==> config.mk <==
export PLATFORM = sky130hd
export DESIGN_NAME = fml_arb2
export DESIGN_NICKNAME = d
export VERILOG_FILES = /design/src/rtl/fml_arb2.sv
export SDC_FILE = /design/constraint.sdc
export NUM_CORES = 1
export LEC_CHECK = 0
export CAP_MARGIN = 20
export CORE_UTILIZATION = 24
export DETAILED_ROUTE_END_ITERATION = 16
export PLACE_DENSITY = 0.86
export SLEW_MARGIN = 10
export SYNTH_ARGS = -nofsm -noshare
export SYNTH_HDL_FRONTEND = slang
export SYNTH_SLANG_ARGS = --single-unit
export TNS_END_PERCENT = 1
==> constraint.sdc <==
create_clock -name sys_clk -period 1.5 [get_ports sys_clk]
set_input_delay 0.225 -clock sys_clk [delete_from_list [all_inputs] [get_ports sys_clk]]
set_output_delay 0.225 -clock sys_clk [all_outputs]
set_load 0.02 [all_outputs]
==> src/rtl/fml_arb2.sv <==
// rtl/fml_arb2.sv - two-master round-robin arbiter in front of the hpdmc FML burst port
module fml_arb2 #(
  parameter int ADR_W = 26,
  parameter int DAT_W = 16,
  parameter int SEL_W = 2,
  parameter int BURST = 8
) (
  input  logic             sys_clk,
  input  logic             sys_rst,
  input  logic [ADR_W-1:0] m0_adr,
  input  logic             m0_stb,
  input  logic             m0_we,
  input  logic [SEL_W-1:0] m0_sel,
  input  logic [DAT_W-1:0] m0_do,
  output logic [DAT_W-1:0] m0_di,
  output logic             m0_ack,
  input  logic [ADR_W-1:0] m1_adr,
  input  logic             m1_stb,
  input  logic             m1_we,
  input  logic [SEL_W-1:0] m1_sel,
  input  logic [DAT_W-1:0] m1_do,
  output logic [DAT_W-1:0] m1_di,
  output logic             m1_ack,
  output logic [ADR_W-1:0] s_adr,
  output logic             s_stb,
  output logic             s_we,
  output logic [SEL_W-1:0] s_sel,
  output logic [DAT_W-1:0] s_do,
  input  logic [DAT_W-1:0] s_di,
  input  logic             s_ack,
  output logic [1:0]       grant_o,
  output logic             busy_o
);

  localparam int CNT_W = $clog2(BURST) + 1;

  typedef enum logic [1:0] {IDLE, ADDR, DATA} state_t;

  state_t           state, state_nxt;
  logic             gnt, gnt_nxt;
  logic             last, last_nxt;
  logic [CNT_W-1:0] cnt, cnt_nxt;
  logic             sel_m1;
  logic             gnt_stb;

  // state, grant, fairness and beat counter registers; last=1 lets m0 win the first tie
  always_ff @(posedge sys_clk) begin
    if (sys_rst) begin
      state <= IDLE;
      gnt   <= 1'b0;
      last  <= 1'b1;
      cnt   <= '0;
    end else begin
      state <= state_nxt;
      gnt   <= gnt_nxt;
      last  <= last_nxt;
      cnt   <= cnt_nxt;
    end
  end

  // arbitration in IDLE, address handshake in ADDR, beat countdown in DATA
  always_comb begin
    state_nxt = state;
    gnt_nxt   = gnt;
    last_nxt  = last;
    cnt_nxt   = cnt;
    unique case (state)
      IDLE: begin
        if (m0_stb || m1_stb) begin
          gnt_nxt   = (m0_stb && m1_stb) ? ~last : m1_stb;
          state_nxt = ADDR;
        end
      end
      ADDR: begin
        if (s_ack) begin
          if (BURST == 1) begin
            state_nxt = IDLE;
            last_nxt  = gnt;
          end else begin
            cnt_nxt   = CNT_W'(BURST - 1);
            state_nxt = DATA;
          end
        end
      end
      DATA: begin
        cnt_nxt = cnt - 1'b1;
        if (cnt == CNT_W'(1)) begin
          state_nxt = IDLE;
          last_nxt  = gnt;
        end
      end
      default: state_nxt = IDLE;
    endcase
  end

  // steering: master 0 drives the slave side while idle, the registered grant otherwise
  always_comb begin
    sel_m1  = (state != IDLE) && gnt;
    gnt_stb = sel_m1 ? m1_stb : m0_stb;
    s_stb   = (state == ADDR) && gnt_stb;
    s_adr   = sel_m1 ? m1_adr : m0_adr;
    s_we    = s_stb && (sel_m1 ? m1_we : m0_we);
    s_sel   = sel_m1 ? m1_sel : m0_sel;
    s_do    = sel_m1 ? m1_do : m0_do;
    m0_ack  = (state == ADDR) && !gnt && s_ack;
    m1_ack  = (state == ADDR) && gnt && s_ack;
    m0_di   = s_di;
    m1_di   = s_di;
    grant_o = (state == IDLE) ? 2'b00 : (gnt ? 2'b10 : 2'b01);
    busy_o  = (state != IDLE);
  end

endmodule

Word-level counts from Yosys, hierarchy flattened
Index checks and enable logic that the tools add are counted.
{"block": "classes", "muxes": 14, "eq_ne": 6, "bitwise_logic": 1, "n_reduce_logical": 17, "addsub": 1}
{"op": "$mux 26", "count": 1}
{"op": "$mux 16", "count": 1}
{"op": "$mux 2", "count": 6}
{"op": "$logic_and 1x1->1", "count": 8}
{"op": "$pmux 4 s2", "count": 1}
{"op": "$ne 2x2->1 const B", "count": 3}
{"op": "$pmux 2 s3", "count": 1}
{"op": "$reduce_and 2->1", "count": 3}
{"op": "$eq 4x1->1 const B", "count": 1}
{"op": "$mux 4", "count": 1}
{"op": "$reduce_bool 2->1", "count": 2}
{"op": "$sub 4x1->4 const B", "count": 1}
{"op": "$mux 1", "count": 3}
{"op": "$reduce_and 3->1", "count": 1}
{"op": "$eq 2x1->1 const B", "count": 1}
{"op": "$eq 2x2->1 const B", "count": 1}
{"op": "$logic_not 2->1", "count": 1}
{"op": "$logic_not 1->1", "count": 1}
{"op": "$logic_or 1x1->1", "count": 1}
{"op": "$not 1->1", "count": 1}
{"block": "totals", "regBits": 8, "input_bits": 111, "output_inout_bits": 83, "wordCells": 43}

Logic depth before layout (Yosys ltp)
{"block": "depth", "word_depth": 5, "mapped_depth": 5, "mapped_depth_nobuf": 5}

Worst setup path after synthesis
OpenSTA, ideal clock, no wires.
{"block": "synth_path", "path_kind": "register to output", "start": "reg gnt", "end": "out s_we", "t_arrival_ps": 1539, "path_stages_with_launch": 5, "setup_slack_ps": -264, "required_ps": 1275, "n_path_buf": 1, "path_cell_list": "dfxtp_1 > clkbuf_2 > mux2i_1 > nor3b_1 > nor2b_1"}
{"block": "synth_between", "elab_chain_cells": 4, "elab_cells_between_ends": 5, "cone_classes": "2 x mux; 3 x reduce/logical"}
{"item": "from (decl)", "line": "40", "text": "logic gnt, gnt_nxt;"}
{"item": "from (signal assigned)", "line": "55", "text": "gnt <= gnt_nxt;"}
{"item": "$logic_and 1x1->1", "line": "98", "text": "sel_m1 = (state != IDLE) && gnt;"}
{"item": "$mux 1", "line": "99", "text": "gnt_stb = sel_m1 ? m1_stb : m0_stb;"}
{"item": "$logic_and 1x1->1", "line": "100", "text": "s_stb = (state == ADDR) && gnt_stb;"}
{"item": "via s_stb", "line": "25", "text": "output logic s_stb,"}
{"item": "$logic_and 1x1->1", "line": "102", "text": "s_we = s_stb && (sel_m1 ? m1_we : m0_we);"}
{"item": "to (decl)", "line": "26", "text": "output logic s_we,"}
The timed path passes the listed nets, and every way through them passes these cells.

Worst setup path after layout
{"block": "layout_path", "start": "reg state[1]", "end": "out s_adr[0]"}
{"block": "layout_between", "elab_chain_cells": 3}
{"item": "from (decl)", "line": "39", "text": "state_t state, state_nxt;"}
{"item": "from (signal assigned)", "line": "54", "text": "state <= state_nxt;"}
{"item": "$reduce_bool 2->1", "line": "98"}
{"item": "$logic_and 1x1->1", "line": "98"}
{"item": "$mux 26", "line": "101", "text": "s_adr = sel_m1 ? m1_adr : m0_adr;"}
{"item": "to (decl)", "line": "24", "text": "output logic [ADR_W-1:0] s_adr,"}
No other way between the ends.

==> flow_results.xml <==
<?xml version="1.0" encoding="UTF-8"?>
<metrics>
  <group name="status">
    <metric name="status" unit="">complete, but fails checks</metric>
    <metric name="failing_checks" unit="">negative setup slack</metric>
  </group>
  <group name="detailed_routing">
    <metric name="drcViolationCount" unit="">0</metric>
    <metric name="met3_length" unit="microns">642</metric>
    <metric name="m1_wire_length" unit="microns">1900</metric>
    <metric name="drt_pass_1_iters" unit="">2</metric>
    <metric name="drt_iter0_drc" unit="">9</metric>
    <metric name="vias_per_cell" unit="">4.37</metric>
    <metric name="wl_per_cell" unit="microns">14.7</metric>
    <metric name="antenna_left" unit="">0</metric>
    <metric name="route.vias.total" unit="">1433</metric>
    <metric name="highest-signal-layer" unit="">met4</metric>
    <metric name="drt-total-wl" unit="microns">4840</metric>
    <metric name="route.met2.wl" unit="microns">2260</metric>
  </group>
  <group name="run">
    <metric name="drv_cap" unit="">0</metric>
  </group>
  <group name="placement">
    <metric name="postPlaceCellArea" unit="sq um">2630</metric>
    <metric name="last_weighted_congestion_value_of_the_routability_driven_placer" unit="">0.725</metric>
    <metric name="port-buffer-count" unit="">145</metric>
    <metric name="dpl_wire_length" unit="microns">3850</metric>
  </group>
  <group name="clock_tree">
    <metric name="htree_num_levels" unit="">1</metric>
    <metric name="clock_insertion_delay_worst_skew" unit="ns">0.23</metric>
    <metric name="cts_root_buf" unit="">sky130_fd_sc_hd__clkbuf_8</metric>
    <metric name="cts_tree" unit="">yes</metric>
    <metric name="cts_sinks" unit="">8</metric>
    <metric name="clk_pin_slew" unit="ns">0.04</metric>
    <metric name="cts-hold-fix-buffers" unit="">0</metric>
    <metric name="cts-root-to-sink-buffers" unit="">2</metric>
    <metric name="cts_buffers" unit="">3</metric>
  </group>
  <group name="grt">
    <metric name="grt_first_pass_wirelength" unit="microns">6200</metric>
    <metric name="grt_pass1_vias" unit="">1286</metric>
    <metric name="grt_start_max_net_pins" unit="">17</metric>
    <metric name="track_usage" unit="%">14.5</metric>
    <metric name="gr-total-overflow" unit="">0</metric>
    <metric name="antenna_found_initial" unit="">0</metric>
  </group>
  <group name="floorplan">
    <metric name="dieHeight" unit="microns">75.6</metric>
    <metric name="core-area" unit="sq um">5170</metric>
    <metric name="initial_core_util" unit="%">25.2</metric>
    <metric name="boundaryPins" unit="">194</metric>
    <metric name="standard_cell_row_count" unit="">26</metric>
    <metric name="die_w" unit="microns">75.6</metric>
    <metric name="dieArea" unit="sq um">5720</metric>
  </group>
  <group name="critical_path">
    <metric name="critical_path_arrival" unit="ns">1.51</metric>
    <metric name="timing.setup.critical_path_class" unit="">reg -&gt; out</metric>
    <metric name="critical_path.max_fanout" unit="">16</metric>
    <metric name="cp_data_required_time" unit="ns">1.27</metric>
    <metric name="worst_setup_path_start_kind" unit="">flop</metric>
    <metric name="worst_setup_path_end_kind" unit="">output port</metric>
  </group>
  <group name="logic_synthesis">
    <metric name="ys_seq_elements" unit="">8</metric>
    <metric name="netlist_area_before_placement" unit="sq um">1300</metric>
    <metric name="synth_area_leader_cell" unit="">sky130_fd_sc_hd__mux2_2</metric>
    <metric name="synthesized_netlist_cell_count" unit="">138</metric>
    <metric name="netlist_top_cells_area" unit="">sky130_fd_sc_hd__mux2_2, sky130_fd_sc_hd__buf_4, sky130_fd_sc_hd__dfxtp_1</metric>
    <metric name="synth_top_area_share" unit="%">38.1</metric>
    <metric name="synth_nets" unit="">251</metric>
    <metric name="synth.yosys.seq_area_share" unit="%">12.3</metric>
    <metric name="synthesis.area_per_instance" unit="sq um">9.43</metric>
    <metric name="synth_cell_type_count" unit="">30</metric>
    <metric name="ys_warn_count" unit="">0</metric>
  </group>
  <group name="timing">
    <metric name="finClkSkew" unit="ns">0.00345</metric>
    <metric name="whs" unit="ns">0.450</metric>
    <metric name="max_freq" unit="MHz">576</metric>
    <metric name="fin_crit_sh" unit="%">116</metric>
    <metric name="fin_setup_tns" unit="ns">-8.70</metric>
    <metric name="slew_margin_rel" unit="%">79.4</metric>
    <metric name="setup_viol" unit="">45</metric>
    <metric name="period_minus_slack" unit="ns">1.74</metric>
    <metric name="final-hold-violation-count" unit="">0</metric>
    <metric name="max_slew.worst_pin.slew" unit="ns">0.308</metric>
    <metric name="layout_setup_ws" unit="ns">-0.235</metric>
    <metric name="timing_max_transition_violations_final" unit="">0</metric>
    <metric name="grt_setup_unrepaired" unit="">true</metric>
  </group>
  <group name="power_and_ir_drop">
    <metric name="max-vdd-ir-drop" unit="uV">377</metric>
    <metric name="total_leakage_power" unit="nW">1.09</metric>
    <metric name="powerDensity" unit="nW/um^2">526</metric>
  </group>
  <group name="layout">
    <metric name="post_route_cells_drive_above_1_share" unit="%">46.1</metric>
    <metric name="finish.instance_area" unit="sq um">2480</metric>
    <metric name="syn2layout_area_growth" unit="%">90.5</metric>
    <metric name="nets" unit="">373</metric>
    <metric name="antenna_cells" unit="">0</metric>
  </group>
  <group name="hold_path">
    <metric name="min_path_type" unit="">in -&gt; out</metric>
  </group>
</metrics>
sequential cells by signal, indices dropped and copies added (netlist names):
| name | flops |
|---|---|
| cnt | 4 |
| gnt | 1 |
| last | 1 |
| state | 2 |
kinds of logic (layout without fill, tap and decap cells):
group                      Yosys count  after routing  synth area share (%)
adders and majority gates            2              2                  1.92
buffers and inverters               45            165                  26.6
and+or+nand+nor                     22             22                  10.6
AOI/OAI and AO/OA                   13             13                  7.02
DFF                                  8              8                  12.3
muxes                               48             48                  41.5
per-stage QoR:
stage	power (mW)	utilization (%)	std cells	setup WS (ns)
4_1_cts	1.33	48.6	330	-0.273
5_1_grt	1.39	47.9	328	-0.285
6_report	1.30	47.9	328	-0.235
2_1_floorplan	0.762	-	138	0.0240
3_5_place_dp	1.13	50.8	324	-0.489
3_3_place_gp	1.12	50.8	324	-0.428
cells in the final DEF (no fill, tap or decap), types with 3 or more instances in the layout:
cell type	Yosys	final
sky130_fd_sc_hd__buf_4	33	13
sky130_fd_sc_hd__clkbuf_8	0	3
sky130_fd_sc_hd__buf_6	1	7
sky130_fd_sc_hd__dfxtp_1	8	5
sky130_fd_sc_hd__inv_1	5	5
sky130_fd_sc_hd__buf_2	0	40
sky130_fd_sc_hd__dfxtp_2	0	3
sky130_fd_sc_hd__clkdlybuf4s50_1	0	94
sky130_fd_sc_hd__nor2_1	5	4
sky130_fd_sc_hd__a21oi_1	7	7
sky130_fd_sc_hd__mux2_2	44	42
sky130_fd_sc_hd__mux2_4	1	3
sky130_fd_sc_hd__mux2i_1	3	3
sky130_fd_sc_hd__nand2b_1	3	3
cell type report:
| class | count | area (sq um) |
|---|---|---|
| clock buffer | 3 | 41.3 |
| fill | 512 | 2690 |
| inverter | 5 | 18.8 |
| multi-input combinational | 85 | 817 |
| sequential | 8 | 164 |
| tap | 70 | 87.6 |
| timing repair buffer | 157 | 1350 |
routing by layer:
| metal | global-route usage (%) | up-vias |
|---|---|---|
| met2 | 24.3 | 107 |
| met4 | 4.53 | 0 |
| met5 | 0 | - |
| li1 | - | 687 |
| met1 | 16.6 | 635 |
| met3 | 6.48 | 4 |
worst max-delay path: stages (launching register included):
cell and delay, ns:
sky130_fd_sc_hd__dfxtp_2 0.32, sky130_fd_sc_hd__o21ai_4 0.21, sky130_fd_sc_hd__buf_6 0.22, sky130_fd_sc_hd__mux2_2 0.37, sky130_fd_sc_hd__buf_2 0.16
worst paths after layout:
check / startpoint / end / slack, ns / cells after the start
setup / recovery: state[1]$_SDFFE_PP0P_ / s_adr[0] / -0.24 / 4
hold / removal: s_di[8] / m0_di[8] / 0.45 / 0
setup reg to reg: state[1]$_SDFFE_PP0P_ / cnt[1]$_SDFFE_PP0P_ / 0.22 / 4
hold reg to reg: cnt[3]$_SDFFE_PP0P_ / cnt[3]$_SDFFE_PP0P_ / 0.54 / 2
cells in the mapped netlist (all sizes together):
master,number
ha,2
mux2i,3
buf,39
nor4bb,1
a21boi,1
o21bai,1
nor3,1
nand2b,3
mux2,45
nor2b,2
nor3b,2
clkbuf,1
nand3,1
a21oi,7
inv,5
o21ai,1
nor4,3
and2,1
a21o,2
a311o,1
and3,1
dfxtp,8
nand2,2
nor2,5
where the power goes:
part / internal [mW] / switching, mW
Combinational: 0.465 / 0.325
Sequential: 0.235 / 0.0225
Clock: 0.174 / 0.0828
Total: 0.874 / 0.431
timing repair:
action / in CTS / in global routing
setup buffers: 3 / 0
endpoints found under the setup margin: 51 / 52
hold endpoints to repair: 0 / 0
gates cloned: 1 / 0
pin swaps: 1 / 1
gates resized for setup: 213 / 11
Power figures use the tool's default switching activity.
